[src/rtl/branch_resolver.sv]
// branch_resolver: issues branch predictor requests, captures each prediction,
// and keeps the predictions in order until execute resolves them. Every outcome
// is reported back to the predictor. Mispredictions flush all wrong-path state.
// Branch and mispredict statistics are kept in saturating counters.
module branch_resolver #(
   parameter int unsigned DEPTH = 4,
   parameter int unsigned CNT_W = 16
) (
   input  logic                   clk,
   input  logic                   rst_n,
   input  logic                   br_fetch,
   output logic                   fetch_ready,
   output logic                   pred_request,
   input  logic                   prediction,
   output logic                   pred_valid,
   output logic                   pred_taken,
   input  logic                   br_resolve,
   input  logic                   br_actual,
   output logic                   pred_result,
   output logic                   pred_taken_out,
   output logic                   mispredict,
   output logic                   underflow_err,
   output logic [$clog2(DEPTH):0] inflight,
   output logic [CNT_W-1:0]       branch_count,
   output logic [CNT_W-1:0]       mispredict_count
);

   localparam int unsigned PTR_W = $clog2(DEPTH);
   localparam int unsigned OCC_W = $clog2(DEPTH) + 1;

   logic [DEPTH-1:0] pred_q,        pred_d;
   logic [PTR_W-1:0] head_q,        head_d;
   logic [PTR_W-1:0] tail_q,        tail_d;
   logic [OCC_W-1:0] count_q,       count_d;
   logic             pending_q,     pending_d;
   logic             mispredict_q,  mispredict_d;
   logic             underflow_q,   underflow_d;
   logic [CNT_W-1:0] branch_cnt_q,  branch_cnt_d;
   logic [CNT_W-1:0] mispred_cnt_q, mispred_cnt_d;

   logic not_empty_c;
   logic pop_c;
   logic flush_c;
   logic push_c;
   logic accept_c;

   // Resolve handshake and flush detection against the oldest queued prediction
   assign not_empty_c = (count_q != '0);
   assign pop_c       = br_resolve & not_empty_c;
   assign flush_c     = pop_c & (pred_q[head_q] != br_actual);

   // Pending slot counts toward occupancy so a capture always has room to land
   assign inflight     = count_q + OCC_W'(pending_q);
   assign fetch_ready  = (inflight < OCC_W'(DEPTH)) & ~flush_c;
   assign accept_c     = br_fetch & fetch_ready;
   assign pred_request = accept_c;
   assign push_c       = pending_q & ~flush_c;

   // Fetch-side view of the prediction arriving for the last accepted branch
   assign pred_valid = pending_q;
   assign pred_taken = prediction;

   // Predictor update path; taken is held low when no update is issued
   assign pred_result    = pop_c;
   assign pred_taken_out = pop_c & br_actual;

   assign mispredict       = mispredict_q;
   assign underflow_err    = underflow_q;
   assign branch_count     = branch_cnt_q;
   assign mispredict_count = mispred_cnt_q;

   // Next-state: queue push/pop, flush, pulses and saturating statistics
   always_comb begin
      pred_d        = pred_q;
      head_d        = head_q;
      tail_d        = tail_q;
      count_d       = count_q;
      pending_d     = accept_c;
      mispredict_d  = flush_c;
      underflow_d   = br_resolve & ~not_empty_c;
      branch_cnt_d  = branch_cnt_q;
      mispred_cnt_d = mispred_cnt_q;

      if (flush_c) begin
         head_d    = '0;
         tail_d    = '0;
         count_d   = '0;
         pending_d = 1'b0;
      end else begin
         if (pop_c) begin
            head_d = head_q + PTR_W'(1);
         end
         if (push_c) begin
            pred_d[tail_q] = prediction;
            tail_d         = tail_q + PTR_W'(1);
         end
         count_d = count_q + OCC_W'(push_c) - OCC_W'(pop_c);
      end

      if (accept_c && (branch_cnt_q != '1)) begin
         branch_cnt_d = branch_cnt_q + CNT_W'(1);
      end
      if (flush_c && (mispred_cnt_q != '1)) begin
         mispred_cnt_d = mispred_cnt_q + CNT_W'(1);
      end
   end

   // State registers; reset drops every in-flight entry at once
   always_ff @(posedge clk or negedge rst_n) begin
      if (!rst_n) begin
         pred_q        <= '0;
         head_q        <= '0;
         tail_q        <= '0;
         count_q       <= '0;
         pending_q     <= 1'b0;
         mispredict_q  <= 1'b0;
         underflow_q   <= 1'b0;
         branch_cnt_q  <= '0;
         mispred_cnt_q <= '0;
      end else begin
         pred_q        <= pred_d;
         head_q        <= head_d;
         tail_q        <= tail_d;
         count_q       <= count_d;
         pending_q     <= pending_d;
         mispredict_q  <= mispredict_d;
         underflow_q   <= underflow_d;
         branch_cnt_q  <= branch_cnt_d;
         mispred_cnt_q <= mispred_cnt_d;
      end
   end

endmodule

[config.mk]
export PLATFORM = sky130hd
export DESIGN_NAME = branch_resolver
export DESIGN_NICKNAME = d
export VERILOG_FILES = /design/src/rtl/branch_resolver.sv
export SDC_FILE = /design/constraint.sdc
export NUM_CORES = 1
export LEC_CHECK = 0
export ABC_AREA = 0
export ABC_CLOCK_PERIOD_IN_PS = 2530
export BUFFER_PORTS_ARGS = -buffer_cell sky130_fd_sc_hd__buf_4
export CAP_MARGIN = 20
export CORE_ASPECT_RATIO = 0.9
export CORE_MARGIN = 1
export CORE_UTILIZATION = 35
export CTS_CLUSTER_SIZE = 30
export DETAILED_ROUTE_END_ITERATION = 6
export GPL_ROUTABILITY_DRIVEN = 0
export PLACE_DENSITY = 0.67
export RECOVER_POWER = 50
export SLEW_MARGIN = 0
export SYNTH_ARGS = -nofsm -noshare
export SYNTH_HDL_FRONTEND = slang
export SYNTH_SLANG_ARGS = --single-unit
export TNS_END_PERCENT = 10
[constraint.sdc]
create_clock -name clk -period 2.53 [get_ports clk]
set_input_delay 0.506 -clock clk [delete_from_list [all_inputs] [get_ports clk]]
set_output_delay 0.506 -clock clk [all_outputs]
set_load 0.05 [all_outputs]
==> summary by stage, run 1 <==
Worst hold path
The worst hold path class is input port to asynchronous set/reset pin.

Worst setup path
The sort of element at the start of the critical path is a flip-flop. The worst setup path is captured at an output port. The worst reg2reg path depth is 12. The worst path required time is 2020 ps.

STA puts the critical path data arrival time at 1960 ps. Of all nets on the critical path, the largest fanout is 25. The setup path with the least slack is of type flip-flop to output port.

Routing
For this run, the detailed router's first-pass iteration total came to 4. The detail-routed net length per standard cell is 12.7 µm. For this block, the via count after detailed routing is 1750.

After the first detailed-routing iteration, the DRC count stood at 41. The per-cell via count in the routed design is 4.86. The total wire length is 4560 µm.

After detailed routing, the number of remaining DRC violations is 0. The count of antenna-violating nets left after detailed routing is 0.

Pwr
The leakage dissipation is 1.45 nW. The cell area power density is 1160 nW/µm². VDD sags by at most 0.714 mV.

Total power for the finished layout comes to 3.42 mW.

Floorplanning
The number of ports placed on the die boundary is 49. For this configuration, the core starts out at a cell density of 37.3%. The total number of placement rows is 27.

The floorplan die width is 88.4 µm. The floorplan step defined a die boundary enclosing 7060 µm². In this run the standard cell core region covers 6320 µm². Measured along the y axis, the die boundary spans 79.8 µm.

STA
The worst max-slew margin expressed relative to the limit is 24.8%. The worst path uses 97.4% of the clock period. For this run, the top clock speed supported by timing is 406 MHz. The setup violation total in the final timing report is 0.

The final hold violation count is 0. The total count of max-transition violations in the final report was 0. Hold timing on the final database bottoms out at a slack of 415 ps. Setup repair after global routing could not meet its margin everywhere. After layout, the minimum clock period comes to 2460 ps. The worst clock skew is 9.20 ps.

At the pin with the least slew margin, the transition time is 1130 ps.

Synth
The sequential fraction of the synthesis area is 48.9%. Counting every net in the synthesized netlist gives 239. Synthesis handed over a netlist of 222 instances.

The number of different library cells used by synthesis comes to 29. The mean instance size in the synthesized netlist is 10.6 µm². Synthesis inferred 46 register bits. The largest total area in the synthesized netlist belongs to dfrtp_1. Yosys mapped a number of flops with a built-in enable equal to 0.

Summed over its instances, the top area cell type makes up 48.9% of the synthesized netlist area. For this run, the number of Yosys warnings is 0. The post-synthesis instance area is 2350 µm².

After synthesis, the share of flip-flops with an asynchronous set or reset is 100%. Among all flip-flop cells after synthesis, the most frequent one is dfrtp_1. By area the synthesized netlist is led by dfrtp_1 49%, xor2_1 10%, ha_1 5.3%, nand3_1 4.3%, nor3_1 3.4%.

Clocking
The cell sitting at the root of the clock tree is a clkbuf_8. The total CTS buffers is 5. The later-pin clock latency in the skew report is 290 ps. Post-CTS timing repair inserted 0 buffers for setup. The number of sinks handled by clock tree synthesis is 46. The clock-pin slew of the registers on the worst-case setup and hold paths is 90 ps. The largest buffer count on any clock path is 2. The clock tree synthesis step divided the H-tree into 2 levels.

TritonCTS built the clock tree.

GRT
The first global-routing pass estimated 7940 µm of wire. The number of antenna violations at the first check in global routing is 0. Global routing consumed, over all layers together, 14.4% of the routing resources. Entering global routing, the biggest net connects 47 pins.

The via count of the first global-routing pass is 1714. Summed over all layers, the global routing overflow is 0.

Final layout
Compared with the post-synthesis result, the final layout area differs by 25.0%. The final antenna diode count is 0. The net count reported at finish is 289. The number of fill cells is 632. The fraction of final layout cells sized beyond drive strength 1 is 28.2%.

Place
The quantity of I/O buffers inserted on ports is 48. The HPWL reported at the end of detailed placement is 3290 µm.

Status
The run finished with clean final reports.

Job
Across the run, the number of max-cap violations was 0.
## worst paths after layout
| kind | end | startpoint | slack (ps) |
|---|---|---|---|
| worst max-delay path | pred_request | head_q[1]$_DFFE_PN0P_ | 70 |
| worst min-delay path | underflow_err$_DFF_PN0_ | rst_n | 410 |
| worst max register to register | count_q[2]$_DFF_PN0_ | head_q[1]$_DFFE_PN0P_ | 100 |
| worst min register to register | mispredict_count[5]$_DFFE_PN0P_ | mispredict_count[5]$_DFFE_PN0P_ | 500 |
| max in group asynchronous | branch_count[12]$_DFFE_PN0P_ | rst_n | 1420 |
| min in group clk | underflow_err$_DFF_PN0_ | br_resolve | 430 |
## final cells by class
| cell class | instances | area (µm²) | area share [%] |
|---|---|---|---|
| sequential | 46 | 1150 | 39.1 |
| tap | 87 | 109 | 3.70 |
| multi-input combinational | 158 | 1160 | 39.4 |
| clock inverter | 2 | 13.8 | 0.468 |
| clock buffer | 6 | 72.6 | 2.47 |
| inverter | 8 | 32.5 | 1.11 |
| timing repair buffer | 53 | 403 | 13.7 |
## metrics by stage
stage | util (%) | setup slack (ps) | instance area (µm²) | TNS, ps | cells
after floorplan | - | -29.6 | 2390 | -45.7 | 222
after global placement | 44.8 | 84.1 | 2830 | 0 | 352
after detailed placement | 44.8 | 25.1 | 2830 | 0 | 352
after CTS | 46.2 | 2.46 | 2920 | 0 | 360
after global routing | 46.6 | -53.0 | 2940 | -137 | 360
final | 46.6 | 65.7 | 2940 | 0 | 360
## per-layer routing
layer	global-route usage (%)	wire length, µm	vias to the layer above
met5	0	0	-
met2	21.9	2100	40
met1	20.8	2300	836
li1	-	-	870
met3	3.52	138	4
met4	2.42	26	0
## Yosys cell counts (3+ instances only)
cell type / instances
nor2_1: 13
mux2i_1: 4
inv_1: 7
clkbuf_1: 6
nand4_1: 7
and2_1: 3
xnor2_1: 7
buf_2: 3
nor3_1: 16
nand3_1: 20
and3_1: 6
nor4_1: 9
dfrtp_1: 46
ha_1: 10
xor2_1: 27
nand2_1: 14
mux2_2: 7
## where the power goes
part | total [mW] | internal [mW] | leakage (nW) | switching (mW)
combinational | 1.82 | 0.638 | 0.809 | 1.18
clock | 0.436 | 0.195 | 0.0452 | 0.241
sequential | 1.16 | 0.938 | 0.595 | 0.223
## worst max-delay path, cell delays in order, from the launching register on
cell and delay (ps):
dfrtp_1 430, mux2i_2 260, mux2i_2 310, o211ai_4 120, buf_8 180, and3_1 170
buf_4 180
## layout by cell type (no fill, tap or decap), drive strengths merged
master and count:
and2 3, and3 6, and4 1, buf 52
clkbuf 7, clkinv 2, dfrtp 46, fa 1
ha 10, inv 8, mux2 8, mux2i 5
nand2 14, nand3 20, nand4 7, nor2 13
nor2b 2, nor3 16, nor3b 2, nor4 9
nor4b 2, o211ai 1, or3 2, or4 2
xnor2 7, xor2 27
## sequential cells by signal, summed over array words and instances, names as in the netlist
signal / flops
pred_valid: 1
underflow_err: 1
tail_q: 2
pred_q: 4
branch_count: 16
mispredict: 1
count_q: 3
head_q: 2
mispredict_count: 16
## cell families after synthesis
| logic type | count (synthesis) | synth area share, % |
|---|---|---|
| AND/OR/NAND/NOR | 99 | 22.1 |
| multiplexers | 13 | 6.11 |
| buffers and inverters | 18 | 3.19 |
| flip-flops | 46 | 48.9 |
| XOR/XNOR | 34 | 12.7 |
| adder cells (fa/ha/maj) | 11 | 6.17 |
| AO/OA/AOI/OAI | 1 | 0.904 |
## timing repair
action | in CTS | in global routing
endpoints found under the setup margin | 2 | 5
hold buffers | 0 | 0
pin swaps | 0 | 2
gates resized for setup | 2 | 5
Power figures use the tool's default switching activity.
==> run 2, diff against run 1 <==
CORE_MARGIN = 2   (was 1)
REMOVE_ABC_BUFFERS = 1   (was default)
==> run 2 against run 1 <==
Design area increased by 1.6%. Power up 3.7%. Cell count grew 2.2%. Non-clock buffer count grew 5. Wire length increased by 4.8%. Flip-flop and latch count is the same. Clock power increased by 25%. Fmax is essentially flat. Worst setup slack got worse by 0.54 ps. Register-to-register slack got worse by 30 ps. Largest power group unchanged. Highest routed layer unchanged.
==> summary by stage, run 2 (synthesized netlist as in run 1, its figures left out) <==
Worst setup path
The data arrival time of the worst path is 2650 ps. For the worst setup path, the data required time is 2710 ps. STA classifies the critical path endpoint as a flip-flop. Across all register-to-register paths, the minimum setup slack is 70 ps. The critical path class is flip-flop to flip-flop. The worst-path maximum fanout is 3. STA classifies the critical path startpoint as a flip-flop.

Clocking
CTS saw 46 sinks. The largest buffer count on any clock path is 2. Clock tree synthesis inserted a total of 5 buffers.

TritonCTS built the clock tree. The number of levels in the clock H-tree is 2. The clock root buffer is clkbuf_8. Clock-pin slew was measured on the worst setup and hold paths at 80 ps. The later-pin clock latency in the skew report is 290 ps.

GRT
The global-route wire length before repair is 8130 µm. Entering global routing, the biggest net connects 47 pins. The via count of the first global-routing pass is 1654. The global-route usage over all layers is 13.6%. The number of antenna violations at the first check in global routing is 0. The aggregate global routing overflow is 0.

Routing
The detailed-route DRC error count is 0. The detailed-route via count is 1791. The number of DRC violations after detailed-routing iteration 0 is 71. The topmost layer with routed signal wires is met4.

The total wire length is 4780 µm. Dividing the detail-routed via count by the number of cells gives 4.87. Dividing the detail-routed wire length by the instance count gives 13.0 µm. The wire length on met1 is 2450 µm.

The count of antenna-violating nets left after detailed routing is 0. Wire segments on met2 add up to 2110 µm in the final route. For this run, the detailed router's first-pass iteration total came to 4. The wire length on met3 is 202 µm.

Final layout
The sequential cell area is 1150 µm². The post-route netlist has 28.1% of its cells at a drive strength greater than 1. The post-synthesis to final-layout area growth is 27.0%. The area of combinational cells with multiple inputs is 1140 µm².

The net count of the finished layout is 294. The layout has 648 filler cells. The final non-filler cell area is 2990 µm².

Once layout is complete, the utilization of the core stands at 45.6%. Leaving out fill and tap cells, the most frequent cell in the layout is buf_4. Leaving out fill and tap cells, the most frequent cells in the layout are 56 x buf_4, 46 x dfrtp_1, 27 x xor2_1. 0 antenna diodes ended up in the layout.

Pwr
The net switching power is 1.65 mW. Dividing total power by cell area gives a power density of 1190 nW/µm². The largest vdd supply drop is 0.608 mV. The share of total power dissipated in the clock network is 15.4%.

In this run switching power makes up 46.7% of total power. Sequential cells account for 32.6% of the total power. The share of total power dissipated in combinational logic is 52.0%. The analysis attributes to cell leakage a power of 1.48 nW. Cell internal power was estimated by the tool at 1.89 mW.

STA
In this run the tightest slew margin relative to its limit is 23.5%. The shortest clock period the worst path allows after layout is 2460 ps. Setup slack closes at 65.2 ps. Across all hold checks on the routed design, the worst slack comes to 424 ps. Setup repair after global routing could not meet its margin everywhere. The worst clock skew is 11.7 ps. The top achievable clock speed is 406 MHz. Setup violations remaining at the end of the flow were counted as 0. At the pin with the least slew margin, the transition time is 1150 ps. The total count of max-transition violations in the final report is 0. The final hold violation count was 0. Dividing the final minimum period by the clock period gives 97.4%.

Place
The quantity of I/O buffers inserted on ports is 48. After legalization and detailed placement, the total HPWL measured 3300 µm. In this run the cell area measured after placement is 2850 µm².

Prior to clock tree synthesis, the placed netlist has a worst setup slack of -4.11 ps.

Floorplanning
The total number of placement rows is 28. In this run the horizontal extent of the chip is 90.4 µm. The initial utilization of the core area, before any placement, comes to 35.9%. The number of ports placed on the die boundary is 49. The chip height is 81.8 µm.

The area of the die is 7400 µm². The core area is 6550 µm².

Worst hold path
The tightest min-delay check is of the input port to asynchronous set/reset pin type.

Job
The number of violations of the max-capacitance limit is 0.

Status
The run finished with clean final reports.
==> run 2: timing repair <==
item,4_1_cts,5_1_grt
gates resized for setup,4,3
pin swaps,0,4
setup endpoints to repair,3,3
hold buffers,0,0
endpoints found under the hold margin,0,0
setup buffers,1,0
==> run 2: routing by layer <==
layer	track usage, %	vias to the layer above
met5	0	-
met1	19.8	872
met2	20.6	39
met4	2.77	0
met3	3.67	2
li1	-	878
==> run 2: final cells by class <==
class / instances / area share (%)
flip-flops and latches: 46 / 38.5
inverters: 8 / 1.17
multi-input cells: 158 / 38.1
repair buffers: 58 / 14.7
well taps: 90 / 3.77
clock inverters: 2 / 1.26
clock buffers: 6 / 2.43
==> run 2: final timing paths <==
path / from / end / cells past startpoint
setup reg to reg: head_q[1]$_DFFE_PN0P_ / count_q[2]$_DFF_PN0_ / 12
max in group asynchronous: rst_n / mispredict_count[5]$_DFFE_PN0P_ / 1
hold / removal: rst_n / head_q[0]$_DFFE_PN0P_ / 1
setup / recovery: head_q[1]$_DFFE_PN0P_ / count_q[2]$_DFF_PN0_ / 12
hold reg to reg: mispredict_count[5]$_DFFE_PN0P_ / mispredict_count[5]$_DFFE_PN0P_ / 1
min in group clk: br_resolve / underflow_err$_DFF_PN0_ / 2
==> run 2: power by group through the flow <==
stage	combinational, mW	sequential (mW)	clock [mW]
after floorplan	0.866	1.54	0
after global placement	1.79	1.16	0
after detailed placement	1.81	1.16	0
after CTS	1.85	1.15	0.571
after global routing	1.98	1.19	0.609
final	1.84	1.16	0.544
==> run 2: worst max-delay path: stages (launching register included) <==
cell      delay, ps
dfrtp_1         410
mux2i_2         260
mux2i_2         320
o211ai_4        120
nand2_1          80
ha_1            210
inv_1            60
ha_1            130
inv_1            50
fa_2            330
xor2_1          170
xnor2_1         160
nor2_1           60
==> run 2: through the flow <==
stage	power (mW)	TNS, ps	cells
floorplan	2.41	-4900	212
global placement	2.94	0	359
detailed placement	2.98	-4.11	359
CTS	3.58	0	368
global route	3.79	-163	368
finish	3.54	0	368
